<file path="config.mk">
export PLATFORM = sky130hd
export DESIGN_NAME = fp_op_arbiter_flat
export DESIGN_NICKNAME = d
export VERILOG_FILES = /design/src/rtl/fp_arb_pkg.sv /design/src/rtl/fp_op_arbiter_if.sv /design/src/rtl/fp_op_arbiter_rr_arbiter.sv /design/src/rtl/fp_op_arbiter.sv /design/src/flat_wrapper.sv
export SDC_FILE = /design/constraint.sdc
export NUM_CORES = 1
export LEC_CHECK = 0
export CAP_MARGIN = 20
export CORE_AREA = 5 5 154 156
export DETAILED_ROUTE_END_ITERATION = 10
export DIE_AREA = 0 0 159 161
export HOLD_SLACK_MARGIN = 0.06
export PLACE_DENSITY = 0.62
export SYNTH_ARGS = -nofsm -noshare
export SYNTH_HDL_FRONTEND = slang
export SYNTH_SLANG_ARGS = --single-unit
export TNS_END_PERCENT = 5
</file>
<file path="constraint.sdc">
create_clock -name aclk -period 3.75 [get_ports aclk]
set_clock_uncertainty 0.2 [all_clocks]
set_input_delay 0.375 -clock aclk [delete_from_list [all_inputs] [get_ports aclk]]
set_output_delay 0.375 -clock aclk [all_outputs]
set_load 0.01 [all_outputs]
</file>
<file path="src/rtl/fp_arb_pkg.sv">
// Shared defaults, tag type and helper for the shared f32 operator arbiter.
// Imported by fp_op_arbiter, rr_arbiter and fp_op_arbiter_if.
package fp_arb_pkg;

    localparam int FP_LATENCY = 12;
    localparam int FP_WIDTH   = 32;
    localparam int FP_NUM_REQ = 4;
    localparam int FP_MAX_REQ = 16;

    // Widest requester tag; narrower instances zero-extend into it.
    typedef logic [FP_MAX_REQ-1:0] tag_t;

    // OR-encoder: exact for one-hot input, zero for an all-zero tag.
    function automatic logic [3:0] onehot_to_idx(input tag_t tag);
        logic [3:0] idx;
        idx = '0;
        for (int i = 0; i < FP_MAX_REQ; i++) begin
            if (tag[i]) idx = idx | 4'(i);
        end
        return idx;
    endfunction

endpackage

</file>
<file path="src/rtl/fp_op_arbiter_if.sv">
// Requester-side bundle: operand handshake and one-hot response strobe.
// master = requester lanes, slave = the arbiter.
interface fp_op_arbiter_if
    import fp_arb_pkg::*;
#(
    parameter int NUM_REQ = FP_NUM_REQ,
    parameter int WIDTH   = FP_WIDTH
) ();

    logic [NUM_REQ-1:0]       req_valid;
    logic [NUM_REQ-1:0]       req_ready;
    logic [NUM_REQ*WIDTH-1:0] req_a;
    logic [NUM_REQ*WIDTH-1:0] req_b;
    logic [NUM_REQ-1:0]       resp_valid;
    logic [WIDTH-1:0]         resp_data;

    modport master (
        output req_valid, req_a, req_b,
        input  req_ready, resp_valid, resp_data
    );

    modport slave (
        input  req_valid, req_a, req_b,
        output req_ready, resp_valid, resp_data
    );

endinterface

</file>
<file path="src/rtl/fp_op_arbiter_rr_arbiter.sv">
// Combinational round-robin picker: first requester at or above the pointer,
// wrapping. The pointer register is owned by the parent.
module rr_arbiter
    import fp_arb_pkg::*;
#(
    parameter int NUM_REQ = FP_NUM_REQ,
    localparam int IDX_W  = $clog2(NUM_REQ)
) (
    input  logic [NUM_REQ-1:0] i_req,
    input  logic [IDX_W-1:0]   i_ptr,
    output logic [NUM_REQ-1:0] o_grant,
    output logic [IDX_W-1:0]   o_grant_idx
);

    logic             w_found;
    logic [IDX_W-1:0] w_idx;

    // NOTE: every always_comb output gets a default before any branch, so no path leaves a latch.
    always_comb begin
        o_grant = '0;
        w_found = 1'b0;
        w_idx   = '0;
        for (int i = 0; i < NUM_REQ; i++) begin
            w_idx = IDX_W'((int'(i_ptr) + i) % NUM_REQ);
            if (!w_found && i_req[w_idx]) begin
                w_found          = 1'b1;
                o_grant[w_idx]   = 1'b1;
            end
        end
    end

    assign o_grant_idx = IDX_W'(onehot_to_idx(tag_t'(o_grant)));

endmodule

</file>
<file path="src/rtl/fp_op_arbiter.sv">
// Shares one fixed-latency pipelined f32 unit among NUM_REQ lanes with a one-hot tag pipe.
// Optional macro FP_ARB_PERF_CNT_EN adds per-requester grant and busy-cycle counters.
module fp_op_arbiter
    import fp_arb_pkg::*;
#(
    parameter int NUM_REQ = FP_NUM_REQ,
    parameter int LATENCY = FP_LATENCY,
    parameter int WIDTH   = FP_WIDTH
) (
    input  logic                 aclk,
    input  logic                 aresetn,
    fp_op_arbiter_if.slave       req_bus,
    output logic                 op_a_tvalid,
    output logic [WIDTH-1:0]     op_a_tdata,
    output logic                 op_b_tvalid,
    output logic [WIDTH-1:0]     op_b_tdata,
    input  logic                 op_result_tvalid,
    input  logic [WIDTH-1:0]     op_result_tdata,
`ifdef FP_ARB_PERF_CNT_EN
    output logic [NUM_REQ*32-1:0] perf_grant_cnt,
    output logic [31:0]           perf_busy_cnt,
`endif
    output logic                 err_mismatch
);

    localparam int IDX_W   = $clog2(NUM_REQ);
    localparam int DRAIN_W = $clog2(LATENCY + 1);

    logic [NUM_REQ-1:0] w_arb_grant;
    logic [NUM_REQ-1:0] w_grant;
    logic [IDX_W-1:0]   w_grant_idx;
    logic               w_issue;
    logic [WIDTH-1:0]   w_op_a;
    logic [WIDTH-1:0]   w_op_b;
    logic [NUM_REQ-1:0] w_tag_out;
    logic               w_tag_live;

    logic [IDX_W-1:0]   r_ptr;
    logic [DRAIN_W-1:0] r_drain;
    logic [NUM_REQ-1:0] r_tag_pipe [LATENCY];
    logic [NUM_REQ-1:0] r_resp_valid;
    logic [WIDTH-1:0]   r_resp_data;
    logic               r_err;

    rr_arbiter #(.NUM_REQ(NUM_REQ)) u_rr (
        .i_req       (req_bus.req_valid),
        .i_ptr       (r_ptr),
        .o_grant     (w_arb_grant),
        .o_grant_idx (w_grant_idx)
    );

    // Grant is forced off while reset is held so nothing reaches the unit.
    assign w_grant = aresetn ? w_arb_grant : '0;
    assign w_issue = |w_grant;

    always_comb begin
        w_op_a = '0;
        w_op_b = '0;
        for (int i = 0; i < NUM_REQ; i++) begin
            if (w_grant[i]) begin
                w_op_a = w_op_a | req_bus.req_a[i*WIDTH +: WIDTH];
                w_op_b = w_op_b | req_bus.req_b[i*WIDTH +: WIDTH];
            end
        end
    end

    assign req_bus.req_ready = w_grant;
    assign op_a_tvalid       = w_issue;
    assign op_b_tvalid       = w_issue;
    assign op_a_tdata        = w_op_a;
    assign op_b_tdata        = w_op_b;

    assign w_tag_out  = r_tag_pipe[LATENCY-1];
    assign w_tag_live = |w_tag_out;

    // NOTE: sequential state is updated with <= only, so every stage sees last cycle's values.
    always_ff @(posedge aclk or negedge aresetn) begin
        if (!aresetn) begin
            r_ptr   <= '0;
            r_drain <= DRAIN_W'(LATENCY);
        end else begin
            if (w_issue) begin
                r_ptr <= (w_grant_idx == IDX_W'(NUM_REQ - 1)) ? '0 : w_grant_idx + 1'b1;
            end
            if (r_drain != '0) r_drain <= r_drain - 1'b1;
        end
    end

    // NOTE: the tag pipe is reset stage by stage; in-flight tags must vanish on reset
    // or stale unit outputs would be routed back to a requester.
    always_ff @(posedge aclk or negedge aresetn) begin
        if (!aresetn) begin
            for (int s = 0; s < LATENCY; s++) r_tag_pipe[s] <= '0;
        end else begin
            r_tag_pipe[0] <= w_grant;
            for (int s = 1; s < LATENCY; s++) r_tag_pipe[s] <= r_tag_pipe[s-1];
        end
    end

    always_ff @(posedge aclk or negedge aresetn) begin
        if (!aresetn) begin
            r_resp_valid <= '0;
            r_resp_data  <= '0;
            r_err        <= 1'b0;
        end else begin
            if (w_tag_live && op_result_tvalid) begin
                r_resp_valid <= w_tag_out;
                r_resp_data  <= op_result_tdata;
            end else begin
                r_resp_valid <= '0;
            end
            // Outside the drain window valid and tag must agree exactly.
            if (r_drain == '0 && (op_result_tvalid != w_tag_live)) begin
                r_err <= 1'b1;
            end
        end
    end

    assign req_bus.resp_valid = r_resp_valid;
    assign req_bus.resp_data  = r_resp_data;
    assign err_mismatch       = r_err;

`ifdef FP_ARB_PERF_CNT_EN
    logic [31:0] r_grant_cnt [NUM_REQ];
    logic [31:0] r_busy_cnt;
    logic        w_in_flight;

    always_comb begin
        w_in_flight = 1'b0;
        for (int s = 0; s < LATENCY; s++) w_in_flight = w_in_flight | (|r_tag_pipe[s]);
    end

    always_ff @(posedge aclk or negedge aresetn) begin
        if (!aresetn) begin
            for (int i = 0; i < NUM_REQ; i++) r_grant_cnt[i] <= '0;
            r_busy_cnt <= '0;
        end else begin
            for (int i = 0; i < NUM_REQ; i++) begin
                if (w_grant[i] && r_grant_cnt[i] != '1) r_grant_cnt[i] <= r_grant_cnt[i] + 1'b1;
            end
            if (w_in_flight && r_busy_cnt != '1) r_busy_cnt <= r_busy_cnt + 1'b1;
        end
    end

    for (genvar g = 0; g < NUM_REQ; g++) begin : g_perf
        assign perf_grant_cnt[g*32 +: 32] = r_grant_cnt[g];
    end
    assign perf_busy_cnt = r_busy_cnt;
`endif

endmodule

</file>
<file path="src/flat_wrapper.sv">
// flat-port wrapper written by rule: the top's interface ports become plain ports
module fp_op_arbiter_flat import fp_arb_pkg::*;
#(
    parameter int NUM_REQ = FP_NUM_REQ,
    parameter int LATENCY = FP_LATENCY,
    parameter int WIDTH   = FP_WIDTH
)
  (aclk, aresetn, op_a_tvalid, op_a_tdata, op_b_tvalid, op_b_tdata, op_result_tvalid, op_result_tdata, err_mismatch, req_bus_req_valid, req_bus_req_a, req_bus_req_b, req_bus_req_ready, req_bus_resp_valid, req_bus_resp_data);
  fp_op_arbiter_if #(.NUM_REQ(NUM_REQ), .WIDTH(WIDTH)) req_bus_i ();
  input  logic aclk;
  input  logic aresetn;
  output logic op_a_tvalid;
  output logic [WIDTH-1:0] op_a_tdata;
  output logic op_b_tvalid;
  output logic [WIDTH-1:0] op_b_tdata;
  input  logic op_result_tvalid;
  input  logic [WIDTH-1:0] op_result_tdata;
  output logic err_mismatch;
  input wire logic [$bits(req_bus_i.req_valid)-1:0] req_bus_req_valid;
  input wire logic [$bits(req_bus_i.req_a)-1:0] req_bus_req_a;
  input wire logic [$bits(req_bus_i.req_b)-1:0] req_bus_req_b;
  output wire logic [$bits(req_bus_i.req_ready)-1:0] req_bus_req_ready;
  output wire logic [$bits(req_bus_i.resp_valid)-1:0] req_bus_resp_valid;
  output wire logic [$bits(req_bus_i.resp_data)-1:0] req_bus_resp_data;
  assign req_bus_i.req_valid = req_bus_req_valid;
  assign req_bus_i.req_a = req_bus_req_a;
  assign req_bus_i.req_b = req_bus_req_b;
  assign req_bus_req_ready = req_bus_i.req_ready;
  assign req_bus_resp_valid = req_bus_i.resp_valid;
  assign req_bus_resp_data = req_bus_i.resp_data;
  fp_op_arbiter #(.NUM_REQ(NUM_REQ), .LATENCY(LATENCY), .WIDTH(WIDTH)) u_core (.aclk(aclk), .aresetn(aresetn), .req_bus(req_bus_i), .op_a_tvalid(op_a_tvalid), .op_a_tdata(op_a_tdata), .op_b_tvalid(op_b_tvalid), .op_b_tdata(op_b_tdata), .op_result_tvalid(op_result_tvalid), .op_result_tdata(op_result_tdata), .err_mismatch(err_mismatch));
endmodule
</file>
==> run metrics <==
Pwr Density around 770 nW/um2; sequential area share after synthesis 0.485; min cycle time layout about 3.7 ns; DP Wirelength a little under 20,000 um; asr flop ratio synth 1.00; Nets 1,091; Synth Area in Adders 0.0213; total wire length between 20,000 and 25,000 um; Die Height 161 um; crit path max fanout 16; vias in the first global route ~5,400; Pleak 4.08 nW; P&R area growth vs syn 101%; syn nets just under 700; die area ~26,000 um2; top post-synthesis cells by count 89 x dfrtp_1, 65 x a221o_1, 65 x a22o_1, 32 x mux2_2, 15 x buf_2; count of pins over their slew limit 0; Peak Freq 268 MHz; pin count of the biggest net entering global routing 50; largest family of logic cells by synthesized area compound AO/OA/AOI/OAI gates; placement row count 55; post-synthesis simple-gate area fraction 0.0381; Sink Count a little over 90; Post-synth EDFFs 0; grt total ovfl 0; Worst path slowest cell mux4_2; fill count between 2,000 and 2,500; GR Layer Usage met3 0.0623; TritonRoute pass-1 iters 4; leading area contributor after synthesis dfrtp_1; final worst path period share 0.994; HP Class reg2reg; Clock Root Buffer clkbuf_16; Total GRT Usage 0.176; initial antenna violation count 4; first-pass GRT wire length around 34,000 um; Critical Path AT between 3 and 4 ns; Internal about 0.0045 W; Synth area leaders dfrtp_1 47%, a221o_1 14%, a22o_1 12%; CTS buffer count 9; Post-Synth XOR/XNOR Area 0.00373; switching share of power 0.376; CP Capture Type primary output; Multi-input gate area about 2200 um2; DRC viols 0; CP cell instances inv_2 -> ha_4 -> mux4_2 -> buf_6 -> a211oi_2 -> a221oi_2 -> and2_4 -> buf_12 -> buf_12 -> a22o_1 -> a221o_1 -> buf_2; sequential share of power 0.208; GR Util met1 0.188; Max Cap Viol 0; Worst EP required roughly 3.2 ns; mux contribution to synthesized area 0.107; Vias/cell ~4.7; global route hottest layer met2; Initial Utilization 0.211; CP Launch Type register; worst vdd ir ~0.33 mV; Final GP Congestion 0.899; CTS tree done; via count between 5,000 and 6,000; relative slew slack 0.598; clock power share 0.126; Setup CP Type reg2out; final hold viol count 0; Warnings, synthesis 0; Yosys top cell area share 0.474; most used cell, CP buf_12; die width roughly 160 um; H-tree levels 3; Yosys cell types 42; status finished, final reports clean; count leader, synth dfrtp_1; Register Area roughly 2300 um2; clock buffer depth 2; wire per inst about 22 um; DRT antenna net count 0; Worst Max-Slew Pin Slew between 0.6 and 0.7 ns; crit-path max cell delay approximately 0.54 ns; grt met2 use 0.323; layout cells sized above 1 0.223; I/O pin count 402; total design power roughly 0.0073 W; Hold Slack between 0.1 and 0.15 ns; clk_lat worst skew roughly 0.33 ns; combinational power share 0.666; number of DRC markers in iteration 0 238; Synth Register Bits roughly 90; P_sw 0.00274 W; port bufs 401; RSZ-0062 raised after global routing true; core area between 20,000 and 25,000 um2; Syn Inst Count between 300 and 400; ys flop type dfrtp_1; Post-Synthesis Mean Instance Area approximately 13 um2; Worst-path clk slew 0.07 ns; Final setup viols 0; Mapped Area ~4700 um2; Compound-Gate Fraction of Synth Area 0.291
-- cells in the final DEF, fill, tap and decap left out, types with 3 or more instances in the layout --
cell and count:
clkdlybuf4s50_1 332, dfrtp_1 89, a22o_1 65, a221o_1 65, buf_2 36, mux2_2 32, buf_4 32, clkbuf_2 21
clkbuf_16 10, buf_6 9, inv_1 8, buf_12 8, ha_1 7, mux2i_1 5, nand2_1 5, nor3b_1 5
diode_2 4, mux4_2 4, and2_1 4, and2_4 3
-- metrics by stage --
stage / setup TNS (ns) / cells / area [um2] / setup slack, ns / util
2_1_floorplan: 0 / 370 / 4720 / 0.103 / -
3_3_place_gp: -8.72 / 1056 / 9260 / -0.219 / 0.417
3_5_place_dp: -7.15 / 1056 / 9260 / -0.185 / 0.417
4_1_cts: -0.0854 / 1076 / 9470 / -0.0309 / 0.426
5_1_grt: -2.38 / 1082 / 9440 / -0.0961 / 0.425
6_report: 0 / 1082 / 9440 / 0.0214 / 0.425
-- registers in the layout, summed over array words and instances, names as in the netlist --
signal / flops
u_core.w_tag_out: 4
u_core.r_drain: 4
u_core.r_tag_pipe: 44
u_core.req_bus.resp_valid: 4
u_core.req_bus.resp_data: 32
u_core.err_mismatch: 1
u_core.r_ptr: 2
-- cell families after synthesis --
| family | Yosys count |
|---|---|
| xor gates and xnor gates | 2 |
| adders and majority gates | 8 |
| and+or+nand+nor | 30 |
| buffers and inverters | 50 |
| DFF | 91 |
| muxes | 41 |
| AOI/OAI and AO/OA | 148 |
-- power groups by stage --
stage,Combinational [W],Sequential (W),Clock [W]
2_1_floorplan,0.00239,0.00162,0
3_3_place_gp,0.00520,0.00152,0
3_5_place_dp,0.00517,0.00154,0
4_1_cts,0.00489,0.00152,0.000952
5_1_grt,0.00520,0.00156,0.000992
6_report,0.00485,0.00151,0.000918
-- final cells by class --
class	count	share of cell area
inverter	10	0.00398
tap	285	0.0378
timing repair buffer	447	0.450
clock buffer	10	0.0253
clock inverter	6	0.00742
multi-input combinational	229	0.234
sequential	91	0.241
antenna	4	0.00106
-- path summary, 6_finish.rpt --
kind / start / to / slack, ns / depth (start not counted)
hold reg to reg: u_core.r_tag_pipe[47] / u_core.r_tag_pipe[43] / 0.15 / 0
hold / removal: u_core.r_tag_pipe[47] / u_core.r_tag_pipe[43] / 0.15 / 0
max in group asynchronous: aresetn / u_core.r_drain[2] / 1.76 / 4
setup reg to reg: u_core.r_ptr[0] / u_core.r_ptr[0] / 1.05 / 9
min in group asynchronous: aresetn / u_core.r_tag_pipe[28] / 0.62 / 3
setup / recovery: u_core.r_ptr[0] / op_a_tdata[14] / 0.02 / 12
-- critical path, delay by kind of cell (launching register included) --
family / cells / cell delay, ns
buffers and inverters: 5 / 0.67
multiplexers: 1 / 0.54
flip-flops: 1 / 0.36
adder cells (fa/ha/maj): 1 / 0.27
AND/OR/NAND/NOR: 1 / 0.21
AO/OA/AOI/OAI: 4 / 0.75
-- layer usage --
layer	vias to the layer above	wire length [um]
met1	2444	8520
met3	35	2050
met5	-	0
met4	0	718
met2	240	12700
li1	2348	-
-- repair_timing --
action,4_1_cts,5_1_grt
resized for setup,206,48
buffers inserted,2,1
setup endpoints to repair,67,70
hold endpoints to repair,48,0
cloned,1,1
pin swaps,5,24
hold buffers,1,0
Power figures use the tool's default switching activity.
